[config.mk]
export PLATFORM = sky130hd
export DESIGN_NAME = pll_lock_detector
export DESIGN_NICKNAME = d
export VERILOG_FILES = /design/src/rtl/pll_pkg.sv /design/src/rtl/ref_edge_sync.sv /design/src/rtl/pll_lock_detector.sv
export SDC_FILE = /design/constraint.sdc
export NUM_CORES = 1
export LEC_CHECK = 0
export ABC_AREA = 1
export CAP_MARGIN = 20
export CORE_MARGIN = 8
export CORE_UTILIZATION = 35
export DETAILED_ROUTE_END_ITERATION = 7
export PLACE_DENSITY = 0.51
export SYNTH_ARGS = -nofsm -noshare
export SYNTH_HDL_FRONTEND = slang
export SYNTH_SLANG_ARGS = --single-unit
export TNS_END_PERCENT = 50
[constraint.sdc]
create_clock -name CLK -period 4.1 [get_ports CLK]
set_input_delay 0.615 -clock CLK [delete_from_list [all_inputs] [get_ports CLK]]
set_output_delay 0.615 -clock CLK [all_outputs]
set_load 0.1 [all_outputs]
[src/rtl/pll_pkg.sv]
// Shared types and helpers for the PLL lock detector and related clock monitors.
// Holds the FSM state encoding, timeout derivation and the tolerance compare.
package pll_pkg;

   typedef enum logic [1:0] {
      IDLE,
      ARM,
      MEASURE,
      LOCKED
   } pll_state_t;

   typedef struct packed {
      logic hi;
      logic lo;
   } tol_err_t;

   function automatic int unsigned tmo_of(input int unsigned mult);
      return 2 * mult;
   endfunction

   // Unsigned compare with one spare bit so MULT+TOL cannot wrap; low bound clamps at 0.
   function automatic tol_err_t in_tol(input int unsigned period,
                                       input int unsigned mult,
                                       input int unsigned tol);
      tol_err_t    r;
      logic [32:0] p;
      logic [32:0] hi_bound;
      logic [32:0] lo_bound;
      p        = {1'b0, period};
      hi_bound = 33'(mult) + 33'(tol);
      lo_bound = (mult > tol) ? 33'(mult - tol) : '0;
      r.hi     = (p > hi_bound);
      r.lo     = (p < lo_bound);
      return r;
   endfunction

endpackage

[src/rtl/ref_edge_sync.sv]
// Synchronizes a slow reference clock sampled as data and emits a one-cycle
// registered pulse on each of its rising edges.
module ref_edge_sync #(
   parameter int unsigned SYNC_STAGES = 2
) (
   input  logic CLK,
   input  logic RST,
   input  logic Ref_Clk,
   output logic rise
);

   logic [SYNC_STAGES-1:0] sync_q;
   logic                   hist_q;

   always_ff @(posedge CLK or negedge RST) begin
      if (!RST) begin
         sync_q <= '0;
         hist_q <= 1'b0;
         rise   <= 1'b0;
      end else begin
         sync_q <= {sync_q[SYNC_STAGES-2:0], Ref_Clk};
         hist_q <= sync_q[SYNC_STAGES-1];
         rise   <= sync_q[SYNC_STAGES-1] & ~hist_q;
      end
   end

endmodule

[src/rtl/pll_lock_detector.sv]
// Frequency-lock monitor: measures each Ref_Clk period in CLK cycles and reports
// lock, loss of reference and per-measurement frequency error.
module pll_lock_detector
   import pll_pkg::*;
#(
   parameter int unsigned MULT        = 50,
   parameter int unsigned TOL         = 2,
   parameter int unsigned LOCK_CNT    = 4,
   parameter int unsigned UNLOCK_CNT  = 2,
   parameter int unsigned SYNC_STAGES = 2,
   parameter int unsigned CNT_W       = 8
) (
   input  logic             CLK,
   input  logic             RST,
   input  logic             Ref_Clk,
   input  logic             en,
   output logic [CNT_W-1:0] period,
   output logic             period_valid,
   output logic             err_hi,
   output logic             err_lo,
   output logic             locked,
   output logic             ref_lost
);

   localparam int unsigned TMO    = tmo_of(MULT);
   localparam int unsigned GOOD_W = $clog2(LOCK_CNT + 1);
   localparam int unsigned BAD_W  = $clog2(UNLOCK_CNT + 1);
   localparam logic [CNT_W-1:0]  CNT_MAX     = '1;
   localparam logic [CNT_W-1:0]  CNT_TMO     = CNT_W'(TMO);
   localparam logic [GOOD_W-1:0] LOCK_LAST   = GOOD_W'(LOCK_CNT - 1);
   localparam logic [BAD_W-1:0]  UNLOCK_LAST = BAD_W'(UNLOCK_CNT - 1);

   if (!(((64'd1 << CNT_W) - 64'd1) > 64'(2 * MULT))) begin : g_bad_cnt_w
      $error("CNT_W too narrow: 2^CNT_W-1 must exceed 2*MULT");
   end
   if (SYNC_STAGES < 2) begin : g_bad_sync
      $error("SYNC_STAGES must be at least 2");
   end

   logic              rise;
   pll_state_t        state;
   logic [CNT_W-1:0]  cnt;
   logic [GOOD_W-1:0] good_cnt;
   logic [BAD_W-1:0]  bad_cnt;
   tol_err_t          tol;
   logic              timeout;

   ref_edge_sync #(
      .SYNC_STAGES(SYNC_STAGES)
   ) u_ref_edge_sync (
      .CLK    (CLK),
      .RST    (RST),
      .Ref_Clk(Ref_Clk),
      .rise   (rise)
   );

   always_comb begin
      tol     = in_tol(32'(cnt), MULT, TOL);
      timeout = (cnt == CNT_TMO);
   end

   always_ff @(posedge CLK or negedge RST) begin
      if (!RST) begin
         state        <= IDLE;
         cnt          <= '0;
         good_cnt     <= '0;
         bad_cnt      <= '0;
         period       <= '0;
         period_valid <= 1'b0;
         err_hi       <= 1'b0;
         err_lo       <= 1'b0;
         locked       <= 1'b0;
         ref_lost     <= 1'b0;
      end else if (!en) begin
         state        <= IDLE;
         cnt          <= '0;
         good_cnt     <= '0;
         bad_cnt      <= '0;
         period       <= '0;
         period_valid <= 1'b0;
         err_hi       <= 1'b0;
         err_lo       <= 1'b0;
         locked       <= 1'b0;
         ref_lost     <= 1'b0;
      end else begin
         period_valid <= 1'b0;
         if (state != IDLE) begin
            if (rise) begin
               cnt <= CNT_W'(1);
            end else if (cnt != CNT_MAX) begin
               cnt <= cnt + CNT_W'(1);
            end
         end
         case (state)
            IDLE: begin
               state <= ARM;
            end
            ARM: begin
               if (rise) begin
                  state    <= MEASURE;
                  ref_lost <= 1'b0;
               end
            end
            MEASURE, LOCKED: begin
               // A rise on the timeout cycle still captures; the timeout is ignored.
               if (rise) begin
                  period       <= cnt;
                  period_valid <= 1'b1;
                  err_hi       <= tol.hi;
                  err_lo       <= tol.lo;
                  ref_lost     <= 1'b0;
                  if (state == MEASURE) begin
                     if (tol.hi || tol.lo) begin
                        good_cnt <= '0;
                     end else if (good_cnt == LOCK_LAST) begin
                        state    <= LOCKED;
                        locked   <= 1'b1;
                        good_cnt <= '0;
                     end else begin
                        good_cnt <= good_cnt + GOOD_W'(1);
                     end
                  end else begin
                     if (!(tol.hi || tol.lo)) begin
                        bad_cnt <= '0;
                     end else if (bad_cnt == UNLOCK_LAST) begin
                        state    <= MEASURE;
                        locked   <= 1'b0;
                        good_cnt <= '0;
                        bad_cnt  <= '0;
                     end else begin
                        bad_cnt <= bad_cnt + BAD_W'(1);
                     end
                  end
               end else if (timeout) begin
                  state    <= ARM;
                  ref_lost <= 1'b1;
                  locked   <= 1'b0;
                  good_cnt <= '0;
                  bad_cnt  <= '0;
               end
            end
            default: begin
               state <= IDLE;
            end
         endcase
      end
   end

endmodule

==> reports/results.ini, run 1 <==
[grt]
grtUsageMet2 = 0.1612
grt_max_degree = 33
grt_pass1_wl_um = 6216
grt.busiest_layer = met2
gr-usage-met1 = 0.1404
use_met3 = 0.03317
gr-usage-all-layers = 0.1090
antenna_found_initial = 0
grt_pass1_vias = 1320
gr-total-overflow = 0

[min_path]
whs_endpoint = u_ref_edge_sync.sync_q[1]
holdPathStages = 0
hp-start = u_ref_edge_sync.sync_q[0]
worstHoldPathType = flop to flop

[sta]
rsz0062_at_grt = false
max_freq_mhz = 418.0
setup_tns_ns = 0
maxSlewViolCount = 0
worst_pin_slew_ns = 0.9715
min_period_ns = 2.392
setup-violations-final = 0
finClkSkew_ns = 0.003364
hold_violations = 0
slew_headroom = 0.3503
min_period_over_period = 0.5835
hold_ws_ns = 0.3658

[routing]
drcViolationCount = 0
drt.antenna.violating_nets = 0
avgViaCountPerCell = 4.802
post_drt_wl_per_cell_um = 12.68
first_iter_violations = 73
firstDrtPassIters = 4
drt_wl_total_um = 3462
vias = 1311

[flow_run]
drv_cap = 0

[finish]
final_cell_mix = nand2_1, dfrtp_1, inv_1, nor2_1, clkdlybuf4s50_1
fill_cells = 492
final_cell_area_um2 = 1943
stdcell_count = 273
fin_nets = 225
drive_above_1_share = 0.1370
syn2layout_area_growth_pct = 18.46
diodes = 0
final_common_cell = nand2_1

[clock_network]
postCtsSetupBuffers = 0
cts_resized = 0
ctsHoldBuffers = 0
h-tree-depth = 2
cts_tree = yes
clk_pin_slew_worst_paths_ns = 0.06
insertion_delay_ns = 0.28
clkSinkCount = 32
numCtsBuffers = 5
clk_path_buf_depth = 2
cts-root-buf = clkbuf_8

[floorplanning]
initial_core_util = 0.3543
rows = 25
core-area_um2 = 4629
boundaryPins = 17
die_area_um2 = 7133
die_h_um = 84.46
die_w_um = 84.46

[power_and_ir_drop]
clkPwrFrac = 0.277
power_density_nw_per_um2 = 461.7
switching_power_uw = 340.0
p_int_uw = 557.2
fin_total_pwr_uw = 897.2
pwr-share-comb = 0.286
p_seq_frac = 0.436
peakVddDrop_v = 0.0003160
leakagePower_uw = 0.0009675
sw_frac_of_total = 0.3790

[synthesis]
synth_cell_type_count = 30
synth_warnings = 0
syn_inst = 197
ys_seq_elements = 32
syn-num-nets = 204
syn_area_um2 = 1640
ys_seq_area_frac = 0.4882
avgSynthCellArea_um2 = 8.327

[setup_path]
rr_startpoint = cnt[0]
required_ns = 3.48
r2r_slack_ns = 2.42
crit_path_max_fanout = 2
cp_slowest_cell = clkdlybuf4s50_1
ff2ff_path_depth = 11
critical_path.startpoint_type = flop
crit_family = buffers and inverters
timing.critical_path.buf_inv = 1
critPathMaxStageDelay_ns = 1.14
cp-end-kind = output pin
crit_chain = clkdlybuf4s50_1
r2r_end = state[1]
cp.arrival_ns = 1.78
critPathKind = flop to output pin

[placement]
dp_hpwl_um = 2612
dp_cells = 265
port_buffers = 16
place_area_um2 = 1853
place.gp.congestion = 0.8025

[outcome]
status = completed

-- cell usage after synthesis (all sizes together) --
library cell	instances	area share
nand2	55	0.13
dfrtp	32	0.49
inv	27	0.065
nor2	24	0.079
o21ai	18	0.057
nand3	15	0.049
a21oi	5	0.015
nand4	5	0.028
ha	3	0.023
nor3	3	0.015
clkbuf	2	0.011
o21a	2	0.0092
a31oi	1	0.0076
a32o	1	0.0061
buf	1	0.0030
o22ai	1	0.0038
o31ai	1	0.0046
xor2	1	0.0053
-- layer usage --
| metal | part of all wire | vias to the layer above |
|---|---|---|
| met5 | 0 | - |
| met4 | 0.021 | 0 |
| li1 | - | 676 |
| met3 | 0.050 | 7 |
| met1 | 0.49 | 609 |
| met2 | 0.44 | 19 |
-- layout make-up --
| class | count | area, µm² | share of cell area |
|---|---|---|---|
| timing repair buffer | 17 | 167.7 | 0.08628 |
| clock buffer | 8 | 90.09 | 0.04636 |
| multi-input combinational | 135 | 710.7 | 0.3657 |
| sequential | 32 | 800.8 | 0.4121 |
| inverter | 27 | 106.4 | 0.05473 |
| tap | 54 | 67.56 | 0.03477 |
-- power groups by stage --
stage	Sequential, µW	Clock (µW)	Combinational, µW
global placement	397	0	262
finish	392	249	257
detailed placement	397	0	259
CTS	392	259	260
floorplan	434	0	162
global route	397	269	288
-- kinds of logic after synthesis --
| group | synth area share |
|---|---|
| and+or+nand+nor | 0.3013 |
| adders and majority gates | 0.02289 |
| AOI/OAI and AO/OA | 0.1037 |
| buffers and inverters | 0.07856 |
| xor gates and xnor gates | 0.005340 |
| DFF | 0.4882 |
-- how the worst max path moves through the flow --
stage | from | end | cells after the start
after floorplan | en | state[0] | 10
after global placement | en | locked | 8
after detailed placement | en | locked | 8
after CTS | locked | locked | 1
after global routing | locked | locked | 1
final | locked | locked | 1
-- metrics by stage --
| stage | util | worst slack (ns) |
|---|---|---|
| floorplan | - | 2.552 |
| global placement | 0.4003 | 1.784 |
| detailed placement | 0.4003 | 1.804 |
| CTS | 0.4197 | 1.688 |
| global route | 0.4197 | 1.652 |
| finish | 0.4197 | 1.708 |
-- state kept, by name, indices dropped and copies added, names as in the netlist --
register                count
u_ref_edge_sync.sync_q      2
locked                      1
err_hi                      1
err_lo                      1
u_ref_edge_sync.hist_q      1
u_ref_edge_sync.rise        1
bad_cnt                     2
ref_lost                    1
good_cnt                    3
cnt                         8
period_valid                1
period                      8
state                       2
Power figures use the tool's default switching activity.
==> run 2, diff against run 1 <==
==> constraint.sdc (replaced) <==
create_clock -name CLK -period 2.27 [get_ports CLK]
set_input_delay 0.3405 -clock CLK [delete_from_list [all_inputs] [get_ports CLK]]
set_output_delay 0.3405 -clock CLK [all_outputs]
set_load 0.1 [all_outputs]
==> run 2 against run 1 <==
Sequential cell count did not move. Routed wire length fell by 0.40%. Critical path type is now flop to flop. Register-to-register slack got worse by 1.9 ns. Design area fell by 1.9%. Count of clock-buffer cells in the layout fell by 2. Highest routed layer unchanged. Total power rose by 75%.
==> reports/results.ini, run 2 (synthesis gave the netlist of run 1 again) <==
[grt]
grt.busiest_layer = met2  ; unchanged
grt_pass1_vias = 1312  ; was 1320
grt_pass1_wl_um = 6244  ; was 6216 µm
gr-usage-all-layers = 0.1092  ; was 0.1090
use_met3 = 0.03122  ; was 0.03317
grt_max_degree = 33  ; unchanged
gr-total-overflow = 0  ; unchanged
gr-usage-met1 = 0.1413  ; was 0.1404
grtUsageMet2 = 0.1569  ; was 0.1612
antenna_found_initial = 0  ; unchanged

[sta]
setup-violations-final = 0  ; unchanged
setup_tns_ns = 0  ; unchanged
rsz0062_at_grt = false  ; unchanged
finClkSkew_ns = 0.007643  ; was 0.003364 ns
worst_pin_slew_ns = 0.4096  ; was 0.9715 ns
hold_violations = 0  ; unchanged
min_period_over_period = 0.7580
worst_slack_ns = 0.5494  ; was 1.708 ns
max_freq_mhz = 581.2
maxSlewViolCount = 0  ; unchanged
slew_headroom = 0.7261  ; was 0.3503
min_period_ns = 1.721

[finish]
final_common_cell = nand2_1  ; unchanged
fill_cells = 472  ; was 492
final_cell_mix = nand2_1, dfrtp_1, inv_1, nor2_1, buf_4  ; was nand2_1, dfrtp_1, inv_1, nor2_1, clkdlybuf4s50_1
diodes = 0  ; unchanged
top_regs = cnt x8, period x8, good_cnt x3  ; unchanged
syn2layout_area_growth_pct = 16.17  ; was 18.46%
drive_above_1_share = 0.2009  ; was 0.1370
regArea_um2 = 800.8  ; unchanged
fin_nets = 226  ; was 225
multi_input_area_um2 = 710.7  ; unchanged

[setup_path]
cp-endpoint = locked  ; unchanged
startpoint = cnt[0]  ; was locked
critical_path.startpoint_type = flop  ; unchanged
r2r_slack_ns = 0.55  ; was 2.42 ns
crit_path_max_fanout = 4  ; was 2
rr_startpoint = cnt[0]  ; unchanged
r2r_end = locked  ; was state[1]
critPathKind = flop to flop  ; was flop to output pin
ff2ff_path_depth = 10  ; was 11
required_ns = 2.49  ; was 3.48 ns
cp-end-kind = flop  ; was output pin
cp.arrival_ns = 1.94  ; was 1.78 ns

[floorplanning]
core-area_um2 = 4629  ; unchanged
rows = 25  ; unchanged
die_h_um = 84.46  ; unchanged
die_w_um = 84.46  ; unchanged
die_area_um2 = 7133  ; unchanged
initial_core_util = 0.3543  ; unchanged
boundaryPins = 17  ; unchanged

[clock_network]
cts_tree = yes  ; unchanged
numCtsBuffers = 5  ; unchanged
postCtsSetupBuffers = 0  ; unchanged
cts-root-buf = clkbuf_8  ; unchanged
clkSinkCount = 32  ; unchanged
cts_resized = 0  ; unchanged
clk_path_buf_depth = 2  ; unchanged
ctsHoldBuffers = 0  ; unchanged
h-tree-depth = 2  ; unchanged
clk_pin_slew_worst_paths_ns = 0.07  ; was 0.06 ns
insertion_delay_ns = 0.28  ; about the same

[power_and_ir_drop]
p_int_uw = 964.0  ; was 557.2 µW
p_seq_frac = 0.450  ; was 0.436
clkPwrFrac = 0.258  ; was 0.277
power_density_nw_per_um2 = 822.5  ; was 461.7 nW/µm²
sw_frac_of_total = 0.3849  ; was 0.3790
switching_power_uw = 603.3  ; was 340.0 µW
pwr-share-comb = 0.292  ; was 0.286
leakagePower_uw = 0.0009936  ; was 0.0009675 µW
peakVddDrop_v = 0.0005417  ; was 0.0003160 V

[routing]
vias = 1277  ; was 1311
firstDrtPassIters = 4  ; unchanged
avgViaCountPerCell = 4.678  ; was 4.802
drcViolationCount = 0  ; unchanged
drt_wl_total_um = 3448  ; was 3462 µm
first_iter_violations = 75  ; was 73
drt.antenna.violating_nets = 0  ; unchanged
post_drt_wl_per_cell_um = 12.63  ; was 12.68 µm

[flow_run]
drv_cap = 0  ; unchanged

[placement]
dp_hpwl_um = 2633  ; was 2612 µm
place.gp.congestion = 0.8485  ; was 0.8025
pre_cts_ws_ns = 0.2784  ; was 1.804 ns
port_buffers = 16  ; unchanged

[outcome]
status = completed  ; unchanged

[min_path]
worstHoldPathType = flop to flop  ; unchanged

-- run 2: changes by cell type in the layout (fill, tap and decap cells not counted), sizes merged --
cell | previous run | this run
buf | 1 | 15
clkdlybuf4s50 | 16 | 3
clkbuf | 8 | 6
clkinv | 0 | 1
-- run 2: worst min-delay path by stage --
stage / from / end / slack [ns] / cells after the start
6_report: u_ref_edge_sync.sync_q[0] / u_ref_edge_sync.sync_q[1] / 0.35 / 0
5_1_grt: u_ref_edge_sync.sync_q[0] / u_ref_edge_sync.sync_q[1] / 0.37 / 0
4_1_cts: u_ref_edge_sync.sync_q[0] / u_ref_edge_sync.sync_q[1] / 0.35 / 0
3_5_place_dp: u_ref_edge_sync.sync_q[0] / u_ref_edge_sync.sync_q[1] / 0.34 / 0
3_3_place_gp: u_ref_edge_sync.sync_q[0] / u_ref_edge_sync.sync_q[1] / 0.33 / 0
2_1_floorplan: RST / bad_cnt[0] / 0.04 / 0
-- run 2: final cells by class --
class	count	area share
clock buffer	6	0.03808
clock inverter	1	0.002626
sequential	32	0.4202
tap	54	0.03546
timing repair buffer	18	0.07485
multi-input combinational	135	0.3729
inverter	27	0.05581
-- run 2: power groups by stage --
stage / Clock, µW / Combinational, µW / Sequential [µW]
CTS: 428 / 462 / 706
global route: 459 / 512 / 715
detailed placement: 0 / 459 / 716
global placement: 0 / 466 / 718
floorplan: 0 / 292 / 784
finish: 405 / 457 / 705
-- run 2: critical path, cell delays in order, from the launching register on --
cell and delay [ns]:
dfrtp_1 0.41, inv_1 0.14, ha_1 0.18, nand2_1 0.06
nor2_1 0.19, nand3_1 0.12, nand2_1 0.14, nand2_1 0.13
nor2_1 0.12, nand3_1 0.09, nand2_1 0.07
-- run 2: metrics by stage --
| step | cell area (µm²) | utilization | cells | total power [µW] | hold WS (ns) |
|---|---|---|---|---|---|
| global route | 1906 | 0.4116 | 273 | 1685 | 0.3726 |
| global placement | 1828 | 0.3949 | 266 | 1184 | 0.3336 |
| detailed placement | 1828 | 0.3949 | 266 | 1176 | 0.3397 |
| floorplan | 1640 | - | 197 | 1076 | 0.04491 |
| finish | 1906 | 0.4116 | 273 | 1567 | 0.3536 |
| CTS | 1906 | 0.4116 | 273 | 1596 | 0.3545 |
-- run 2: per-layer routing --
metal	share of wire	vias up	wire (µm)
li1	-	676	-
met1	0.52	567	1784
met2	0.41	27	1429
met3	0.037	7	129
met4	0.030	0	104
met5	0	-	0
